===== src/rtl/spi_reg_controller.sv =====
// SPI register-file sequencer: command byte, then write data or read slots.
// Build option SPI_REG_CTRL_AUTOINC_EN: advance the address after each data byte.

module spi_reg_controller #(
  parameter int         NUM_REGS = 16,
  parameter logic [7:0] HDR_BYTE = 8'hA5,
  parameter logic [7:0] OOR_BYTE = 8'hFF
) (
  input  logic                  i_clk,
  input  logic                  i_arst,
  input  logic                  i_rxDataValid,
  input  logic [7:0]            i_rxData,
  output logic                  o_txDataValid,
  output logic [7:0]            o_txData,
  input  logic                  i_SPI_CS_n,
  output logic [NUM_REGS*8-1:0] o_regs,
  output logic                  o_wrStrobe,
  output logic [6:0]            o_wrAddr,
  output logic                  o_frameDone
);

  localparam int         AW   = $clog2(NUM_REGS);
  localparam logic [7:0] NREG = 8'(NUM_REGS);

  typedef enum logic [2:0] {
    S_IDLE, S_CMD, S_WRITE, S_READ, S_DONE
  } state_t;

  state_t     r_state;
  state_t     w_next;

  logic       r_cs1;
  logic       r_cs2;
  logic       r_csPrev;
  logic [1:0] r_settle;
  logic       r_armed;
  logic       w_csRise;
  logic       w_rx;

  logic [6:0] r_addr;
  logic [6:0] w_addrStep;
  logic [7:0] r_regs [NUM_REGS];

  logic       r_txValid;
  logic [7:0] r_txData;
  logic       r_wrStrobe;
  logic [6:0] r_wrAddr;
  logic       r_frameDone;

  logic       w_txLoad;
  logic [7:0] w_txByte;
  logic       w_wrEn;
  logic       w_addrLd;
  logic [6:0] w_addrNew;
  logic       w_frameDone;

  function automatic logic in_range(input logic [6:0] a);
    return {1'b0, a} < NREG;
  endfunction

  function automatic logic [7:0] rd(input logic [6:0] a);
    if (in_range(a))
      return r_regs[a[AW-1:0]];
    return OOR_BYTE;
  endfunction

  assign w_csRise = r_cs2 & ~r_csPrev;
  assign w_rx     = i_rxDataValid & r_armed;

`ifdef SPI_REG_CTRL_AUTOINC_EN
  assign w_addrStep = r_addr + 7'd1;
`else
  assign w_addrStep = r_addr;
`endif

  // After reset the syncs read 1 until real CS arrives; arm only
  // once CS is truly high, so a frame cut by reset is ignored.
  always_ff @(posedge i_clk or posedge i_arst) begin
    if (i_arst) begin
      r_cs1    <= 1'b1;
      r_cs2    <= 1'b1;
      r_csPrev <= 1'b1;
      r_settle <= 2'b00;
      r_armed  <= 1'b0;
    end else begin
      r_cs1    <= i_SPI_CS_n;
      r_cs2    <= r_cs1;
      r_csPrev <= r_cs2;
      r_settle <= {r_settle[0], 1'b1};
      if (w_csRise || (r_settle[1] && r_cs2))
        r_armed <= 1'b1;
    end
  end

  always_ff @(posedge i_clk or posedge i_arst) begin
    if (i_arst)
      r_state <= S_IDLE;
    else
      r_state <= w_next;
  end

  always_comb begin
    w_next = r_state;
    unique case (r_state)
      S_IDLE: w_next = S_CMD;
      S_CMD: begin
        if (w_csRise)
          w_next = S_DONE;
        else if (w_rx)
          w_next = i_rxData[7] ? S_READ : S_WRITE;
      end
      S_WRITE, S_READ: begin
        if (w_csRise)
          w_next = S_DONE;
      end
      S_DONE: w_next = S_IDLE;
      default: w_next = S_IDLE;
    endcase
  end

  always_comb begin
    w_txLoad    = 1'b0;
    w_txByte    = 8'h00;
    w_wrEn      = 1'b0;
    w_addrLd    = 1'b0;
    w_addrNew   = r_addr;
    w_frameDone = 1'b0;
    unique case (r_state)
      S_IDLE: begin
        w_txLoad = 1'b1;
        w_txByte = HDR_BYTE;
      end
      S_CMD: begin
        if (w_rx) begin
          w_addrLd  = 1'b1;
          w_addrNew = i_rxData[6:0];
          if (i_rxData[7]) begin
            w_txLoad = 1'b1;
            w_txByte = rd(i_rxData[6:0]);
          end
        end
      end
      S_WRITE: begin
        if (w_rx) begin
          w_wrEn    = in_range(r_addr);
          w_addrLd  = 1'b1;
          w_addrNew = w_addrStep;
        end
      end
      S_READ: begin
        if (w_rx) begin
          w_addrLd  = 1'b1;
          w_addrNew = w_addrStep;
          w_txLoad  = 1'b1;
          w_txByte  = rd(w_addrStep);
        end
      end
      S_DONE: w_frameDone = 1'b1;
      default: ;
    endcase
  end

  always_ff @(posedge i_clk or posedge i_arst) begin
    if (i_arst) begin
      for (int n = 0; n < NUM_REGS; n++)
        r_regs[n] <= 8'h00;
      r_addr      <= 7'd0;
      r_txValid   <= 1'b0;
      r_txData    <= 8'h00;
      r_wrStrobe  <= 1'b0;
      r_wrAddr    <= 7'd0;
      r_frameDone <= 1'b0;
    end else begin
      r_txValid   <= w_txLoad;
      r_wrStrobe  <= w_wrEn;
      r_frameDone <= w_frameDone;
      if (w_txLoad)
        r_txData <= w_txByte;
      if (w_wrEn) begin
        r_wrAddr               <= r_addr;
        r_regs[r_addr[AW-1:0]] <= i_rxData;
      end
      if (w_addrLd)
        r_addr <= w_addrNew;
    end
  end

  for (genvar g = 0; g < NUM_REGS; g++) begin : g_regs
    assign o_regs[8*g +: 8] = r_regs[g];
  end

  assign o_txDataValid = r_txValid;
  assign o_txData      = r_txData;
  assign o_wrStrobe    = r_wrStrobe;
  assign o_wrAddr      = r_wrAddr;
  assign o_frameDone   = r_frameDone;

endmodule

===== config.mk =====
export PLATFORM = sky130hd
export DESIGN_NAME = spi_reg_controller
export DESIGN_NICKNAME = d
export VERILOG_FILES = /design/src/rtl/spi_reg_controller.sv
export SDC_FILE = /design/constraint.sdc
export NUM_CORES = 1
export LEC_CHECK = 0
export BUFFER_PORTS_ARGS = -buffer_cell sky130_fd_sc_hd__buf_2
export CAP_MARGIN = 0
export CELL_PAD_IN_SITES_DETAIL_PLACEMENT = 1
export CELL_PAD_IN_SITES_GLOBAL_PLACEMENT = 1
export CORE_MARGIN = 2
export CORE_UTILIZATION = 41
export CTS_BUF_LIST = sky130_fd_sc_hd__clkbuf_16
export CTS_CLUSTER_SIZE = 28
export DETAILED_ROUTE_END_ITERATION = 8
export HOLD_SLACK_MARGIN = 0.08
export PLACE_DENSITY = 0.85
export SKIP_CTS_REPAIR_TIMING = 1
export SYNTH_ARGS = -nofsm -noshare
export SYNTH_HDL_FRONTEND = slang
export SYNTH_SLANG_ARGS = --single-unit
export TNS_END_PERCENT = 50

===== constraint.sdc =====
create_clock -name i_clk -period 4.5 [get_ports i_clk]
set_input_delay 0.45 -clock i_clk [delete_from_list [all_inputs] [get_ports i_clk]]
set_output_delay 0.45 -clock i_clk [all_outputs]
set_load 0.1 [all_outputs]

==> impl_metrics.csv, run 1 <==
group,metric,value,unit
outcome,status,"finished clean",
clocking,path_clk_slew,0.07,ns
synthesis,yosysUniqueCellTypes,55,
worst_setup_path,max_stage_delay,0.95,ns
worst_setup_path,crit_family,"flip-flops",
min_path,min_path_cells,1,
synthesis,syn_nets,623,
grt,grt_overflow_total,0,
clocking,clk_latency,0.45,ns
synthesis,synthArstFlopShare,100,%
pwr,ir_drop,335,µV
worst_setup_path,reg2regPathDepth,4,
floorplanning,start_util,42.0,%
run,maxCapViolCount,0,
floorplanning,die-area,22000,µm²
worst_setup_path,rrSetupSlack,1.68,ns
min_path,hp-start,"i_SPI_CS_n",
floorplanning,core.rowCount,52,
grt,grt_pass1_vias,6505,
synthesis,yosysSeqAreaShare,47.4,%
sta,drv_slew,0,
synthesis,synth-edff-count,0,
clocking,cts_buffer_depth,2,
min_path,min_to,"r_cs1$_DFF_PP1_",
final_layout,final_common_cell,"dfrtp_1",
worst_setup_path,path_class,"reg2reg",
sta,fin_skew,0.00960,ns
grt,grt_max_degree,163,
worst_setup_path,critPathArrivalTime,3.13,ns
floorplanning,fp.dieH,148,µm
routing,drc_errors,0,
sta,setup-tns-final,0,ns
pwr,power,6.32,mW
synthesis,synth_ff_type,"dfrtp_1",
placement,dp.final_hpwl,19000,µm
floorplanning,die_w,148,µm
clocking,htree_levels,4,
floorplanning,ios,158,
final_layout,utilization,49.2,%
worst_setup_path,cp-start-kind,"register",
placement,io_buffers,157,
sta,fin_crit_sh,62.8,%
clocking,tritoncts,"yes",
routing,first_iter_violations,513,
worst_setup_path,cp_max_fo,31,
routing,vias,6203,
placement,dpl.cell_count,994,
routing,antenna_left,0,
sta,fin_crit,2.82,ns
routing,drt_pre_antenna_iters,5,
routing,wl_per_cell,26.5,µm
worst_setup_path,cp-end-kind,"register",
sta,final.setup.worst_slack,1.68,ns
pwr,p_leak,5.17,nW
placement,dp_slack,1.72,ns
synthesis,syn_area,8550,µm²
grt,grt_pass1_wl,41300,µm
sta,clock.fmax,354,MHz
clocking,root_buffer,"clkbuf_16",
clocking,clkSinkCount,162,
worst_setup_path,worst_ep_required_time,4.80,ns
grt,antenna_found_initial,1,
placement,gp_congestion,0.859,
synthesis,syn_area_per_cell,14.0,µm²
floorplanning,core,20400,µm²
worst_setup_path,r2r-start,"r_addr[1]$_DFFE_PP0P_",
sta,setup_viol,0,
grt,grt_use_total,25.4,%
synthesis,synth-seq-cells,162,
final_layout,layout_common_cells,"dfrtp_1, buf_2, mux2_2",
final_layout,instances_no_fill,1027,
clocking,numCtsBuffers,17,
final_layout,final_layout_size_suffix_gt1_share,52.4,%
sta,relSlewSlack,36.7,%
pwr,p_per_area,631,nW/µm²
final_layout,syn_to_final_growth,17.2,%
final_layout,layout.nets,755,
synthesis,syn_inst,611,
sta,worstMarginPinSlew,0.950,ns
min_path,hp-class,"in2reg",
worst_setup_path,critPathBufInv,1,
worst_setup_path,critPathSlowestCell,"dfrtp_2",
routing,drt-total-wl,27200,µm
sta,rsz0062_at_grt,"false",
worst_setup_path,path_cells,"buf_4 > mux4_2 > a2111oi_0 > o211ai_1",
worst_setup_path,timing.rr.end,"o_txData[4]$_DFFE_PP0P_",
sta,hold_violations,0,
routing,vias_per_cell,6.04,
synthesis,yosys_warnings,0,
flip-flops by register name (all words and copies together) (netlist names):
signal / flops
o_txDataValid: 1
o_txData: 8
o_regs: 128
r_cs2: 1
r_armed: 1
r_addr: 7
o_wrStrobe: 1
o_frameDone: 1
r_settle: 2
r_state: 3
r_csPrev: 1
o_wrAddr: 7
r_cs1: 1
Yosys cell counts, types with 3 or more instances:
| cell | instances | area [µm²] |
|---|---|---|
| nand4b_1 | 3 | 26.3 |
| nor3_1 | 6 | 30.0 |
| a221o_1 | 3 | 30.0 |
| o22ai_1 | 4 | 25.0 |
| nor2_1 | 9 | 33.8 |
| buf_2 | 12 | 60.1 |
| and2_1 | 3 | 18.8 |
| a22oi_1 | 3 | 22.5 |
| mux2i_1 | 63 | 631 |
| nor2b_1 | 12 | 75.1 |
| and3_1 | 4 | 25.0 |
| a2111oi_0 | 5 | 43.8 |
| dfrtp_1 | 159 | 3980 |
| mux4_2 | 35 | 788 |
| o221ai_1 | 3 | 26.3 |
| buf_4 | 11 | 82.6 |
| and3b_1 | 3 | 26.3 |
| buf_6 | 3 | 33.8 |
| mux2_2 | 126 | 1420 |
| a22o_1 | 11 | 96.3 |
| mux2_4 | 16 | 240 |
| nand2b_1 | 3 | 18.8 |
| o2111ai_1 | 4 | 35.0 |
| nor4_1 | 6 | 37.5 |
| nand4_1 | 3 | 18.8 |
| dfstp_2 | 3 | 78.8 |
| o21ai_0 | 8 | 40.0 |
| a221oi_1 | 10 | 87.6 |
| nand3_2 | 3 | 30.0 |
| nand3_1 | 5 | 25.0 |
| nand3_4 | 3 | 52.6 |
| buf_1 | 3 | 11.3 |
| nand2_4 | 9 | 101 |
| clkbuf_1 | 23 | 86.3 |
| nand2_1 | 8 | 30.0 |
power by group:
group | internal, mW | switching (mW) | leakage (nW)
registers | 1.70 | 0.355 | 2.19
clock network | 0.707 | 0.638 | 0.255
logic | 0.683 | 2.24 | 2.73
metal layers:
layer / vias to the layer above / global-route usage [%] / routed length, µm
met1: 3245 / 33.2 / 11200
met4: 0 / 10.2 / 830
li1: 2623 / - / -
met3: 58 / 5.71 / 1930
met5: - / 0 / 0
met2: 277 / 41.2 / 13300
per-stage QoR:
| step | cell area, µm² | hold WS (ns) |
|---|---|---|
| after detailed placement | 9480 | 0.342 |
| after global routing | 10000 | 0.0890 |
| final | 10000 | 0.105 |
| after floorplan | 8560 | 0.331 |
| after CTS | 10000 | 0.0956 |
| after global placement | 9480 | 0.337 |
worst max-delay path by stage:
stage          cells after the start                       to             startpoint  slack [ns]
3_3_place_gp                       6   o_regs[90]$_DFFE_PP0P_          i_rxDataValid        1.82
4_1_cts                            4  o_txData[4]$_DFFE_PP0P_  r_addr[1]$_DFFE_PP0P_        1.73
5_1_grt                            6  o_txData[4]$_DFFE_PP0P_  r_addr[1]$_DFFE_PP0P_        1.46
6_report                           4  o_txData[4]$_DFFE_PP0P_  r_addr[1]$_DFFE_PP0P_        1.68
2_1_floorplan                      1    o_frameDone$_DFF_PP0_                 i_arst        2.00
3_5_place_dp                       6  o_regs[122]$_DFFE_PP0P_          i_rxDataValid        1.72
worst register-to-register path, stage by stage (launching register included):
cell,delay [ns]
dfrtp_2,0.95
buf_4,0.56
mux4_2,0.41
a2111oi_0,0.61
o211ai_1,0.15
layout make-up:
cell class                      instances  area (µm²)
Clock inverter                         15         113
Multi-Input combinational cell        394        4210
Fill cell                            2106       10300
Antenna cell                            1        2.50
Timing Repair Buffer                  165         858
Clock buffer                           17         425
Sequential cell                       162        4060
Inverter                                3        15.0
Tap cell                              270         338
logic make-up after synthesis:
group,Yosys count,share of synthesized area (%)
DFF,162,47.4
muxes,240,36.0
buffers and inverters,55,3.33
AOI/OAI and AO/OA,63,5.89
other,1,0.0438
and+or+nand+nor,90,7.31
Note: power is estimated with default switching activity, not from simulation.
==> run 2: changes to the inputs <==
==> constraint.sdc (replaced) <==
create_clock -name i_clk -period 2.45 [get_ports i_clk]
set_input_delay 0.245 -clock i_clk [delete_from_list [all_inputs] [get_ports i_clk]]
set_output_delay 0.245 -clock i_clk [all_outputs]
set_load 0.1 [all_outputs]
==> impl_metrics.csv, run 2 (synthesis results as in run 1) <==
group,metric,value,unit
min_path,hp-start,"i_rxDataValid",
floorplanning,start_util,42.0,%
min_path,min_to,"r_state[0]$_DFFE_PP0P_",
sta,setup_viol,0,
sta,setup-tns-final,0,ns
final_layout,layout.nets,788,
outcome,status,"finished clean",
clocking,tritoncts,"yes",
clocking,htree_levels,4,
floorplanning,ios,158,
routing,vias_per_cell,6.05,
worst_setup_path,path_cells,"buf_4 > and2_0 > a221oi_1 > a32oi_1 > o211ai_1",
pwr,p_leak,5.35,nW
floorplanning,fp.dieH,148,µm
final_layout,final_layout_size_suffix_gt1_share,54.1,%
placement,io_buffers,157,
sta,relSlewSlack,49.0,%
worst_setup_path,critPathSlowestCell,"and2_0",
worst_setup_path,crit_family,"compound AO/OA/AOI/OAI gates",
final_layout,layout_common_cells,"buf_2, dfrtp_1, mux2_2",
worst_setup_path,cp-start-kind,"register",
routing,antenna_left,0,
placement,gp_congestion,0.845,
sta,hold_violations,0,
final_layout,insertedDiodeCount,0,
worst_setup_path,critPathBufInv,1,
floorplanning,core.rowCount,52,
grt,grt_max_degree,56,
routing,drc_errors,0,
clocking,path_clk_slew,0.07,ns
clocking,clk_latency,0.44,ns
pwr,pwr-share-comb,46.9,%
routing,drt-total-wl,27900,µm
floorplanning,die_w,148,µm
pwr,sw_frac_of_total,50.2,%
worst_setup_path,rrSetupSlack,0.23,ns
grt,grt_overflow_total,0,
final_layout,syn_to_final_growth,20.7,%
grt,grt_pass1_vias,6690,
sta,fin_crit_sh,90.6,%
min_path,hp-class,"in2reg",
final_layout,largest_reg_flops,128,
worst_setup_path,cp_max_fo,13,
floorplanning,die-area,22000,µm²
pwr,p_per_area,1150,nW/µm²
routing,first_iter_violations,540,
pwr,ir_drop,542,µV
pwr,power,11.9,mW
worst_setup_path,reg2regPathDepth,5,
sta,fin_crit,2.22,ns
pwr,p_int,5.93,mW
worst_setup_path,critPathArrivalTime,2.53,ns
sta,fin_skew,0.0117,ns
clocking,root_buffer,"clkbuf_16",
run,maxCapViolCount,0,
worst_setup_path,r2r-start,"r_addr[0]$_DFFE_PP0P_",
worst_setup_path,cp-end-kind,"register",
grt,grt_use_total,26.1,%
sta,clock.fmax,450,MHz
clocking,numCtsBuffers,17,
routing,wl_per_cell,26.4,µm
min_path,min_path_cells,4,
routing,vias,6412,
worst_setup_path,worst_ep_required_time,2.76,ns
placement,dp.final_hpwl,19700,µm
worst_setup_path,max_stage_delay,0.57,ns
sta,worstMarginPinSlew,0.763,ns
routing,drt_pre_antenna_iters,5,
grt,grt_pass1_wl,42600,µm
pwr,clkPwrFrac,21.3,%
pwr,switching_power,5.98,mW
clocking,clkSinkCount,162,
worst_setup_path,path_class,"reg2reg",
sta,rsz0062_at_grt,"false",
pwr,seq_power_share,31.8,%
sta,drv_slew,0,
grt,antenna_found_initial,0,
floorplanning,core,20400,µm²
worst_setup_path,timing.rr.end,"o_txData[4]$_DFFE_PP0P_",
clocking,cts_buffer_depth,2,
run 2: cell count changes in the layout (fill, tap and decap cells not counted), moves of 2 or more:
cell,change
buf_4,+28
buf_12,+3
inv_6,-3
dlygate4sd3_1,+2
run 2: power groups by stage:
stage          clock network [mW]  registers, mW  logic (mW)
2_1_floorplan                   0           6.09        1.95
3_3_place_gp                    0           3.78        5.43
3_5_place_dp                    0           3.80        5.54
4_1_cts                      2.56           3.76        5.56
5_1_grt                      2.68           3.85        5.78
6_report                     2.54           3.78        5.59
run 2: metal layers:
metal	part of all wire (%)	GRT usage [%]	up-vias
met2	48	40.6	272
met1	42	35.2	3405
met3	7.1	6.66	56
li1	-	-	2679
met5	0	0	-
met4	3.1	10.0	0
run 2: how the worst max path moves through the flow:
stage | start | to | cells after the start
2_1_floorplan | i_arst | o_frameDone$_DFF_PP0_ | 1
5_1_grt | r_addr[0]$_DFFE_PP0P_ | o_txData[6]$_DFFE_PP0P_ | 4
3_3_place_gp | r_addr[0]$_DFFE_PP0P_ | o_txData[7]$_DFFE_PP0P_ | 6
6_report | r_addr[0]$_DFFE_PP0P_ | o_txData[4]$_DFFE_PP0P_ | 5
3_5_place_dp | r_addr[0]$_DFFE_PP0P_ | o_txData[7]$_DFFE_PP0P_ | 6
4_1_cts | r_addr[0]$_DFFE_PP0P_ | o_txData[6]$_DFFE_PP0P_ | 4
run 2: final cells by class:
type | count | area (µm²)
clock inverter | 15 | 123
multi-input combinational | 394 | 4220
inverter | 3 | 15.0
fill | 2112 | 10000
timing repair buffer | 198 | 1150
tap | 270 | 338
sequential | 162 | 4060
clock buffer | 17 | 425
run 2: stage by stage:
stage	utilization (%)	std cells	instance area, µm²	hold WS, ns	worst slack, ns
final	50.7	1059	10300	0.221	0.230
after global routing	50.7	1059	10300	0.258	0.135
after CTS	50.6	1057	10300	-0.112	0.0445
after detailed placement	47.9	1025	9750	0.350	0.0621
after global placement	47.9	1025	9750	0.332	0.217
after floorplan	-	611	8560	0.249	0.151
run 2: tightest hold or removal path, stage by stage:
cell and delay [ns]:
buf_2 0.12, nand3_1 0.08, a31oi_1 0.10, nor2_1 0.09
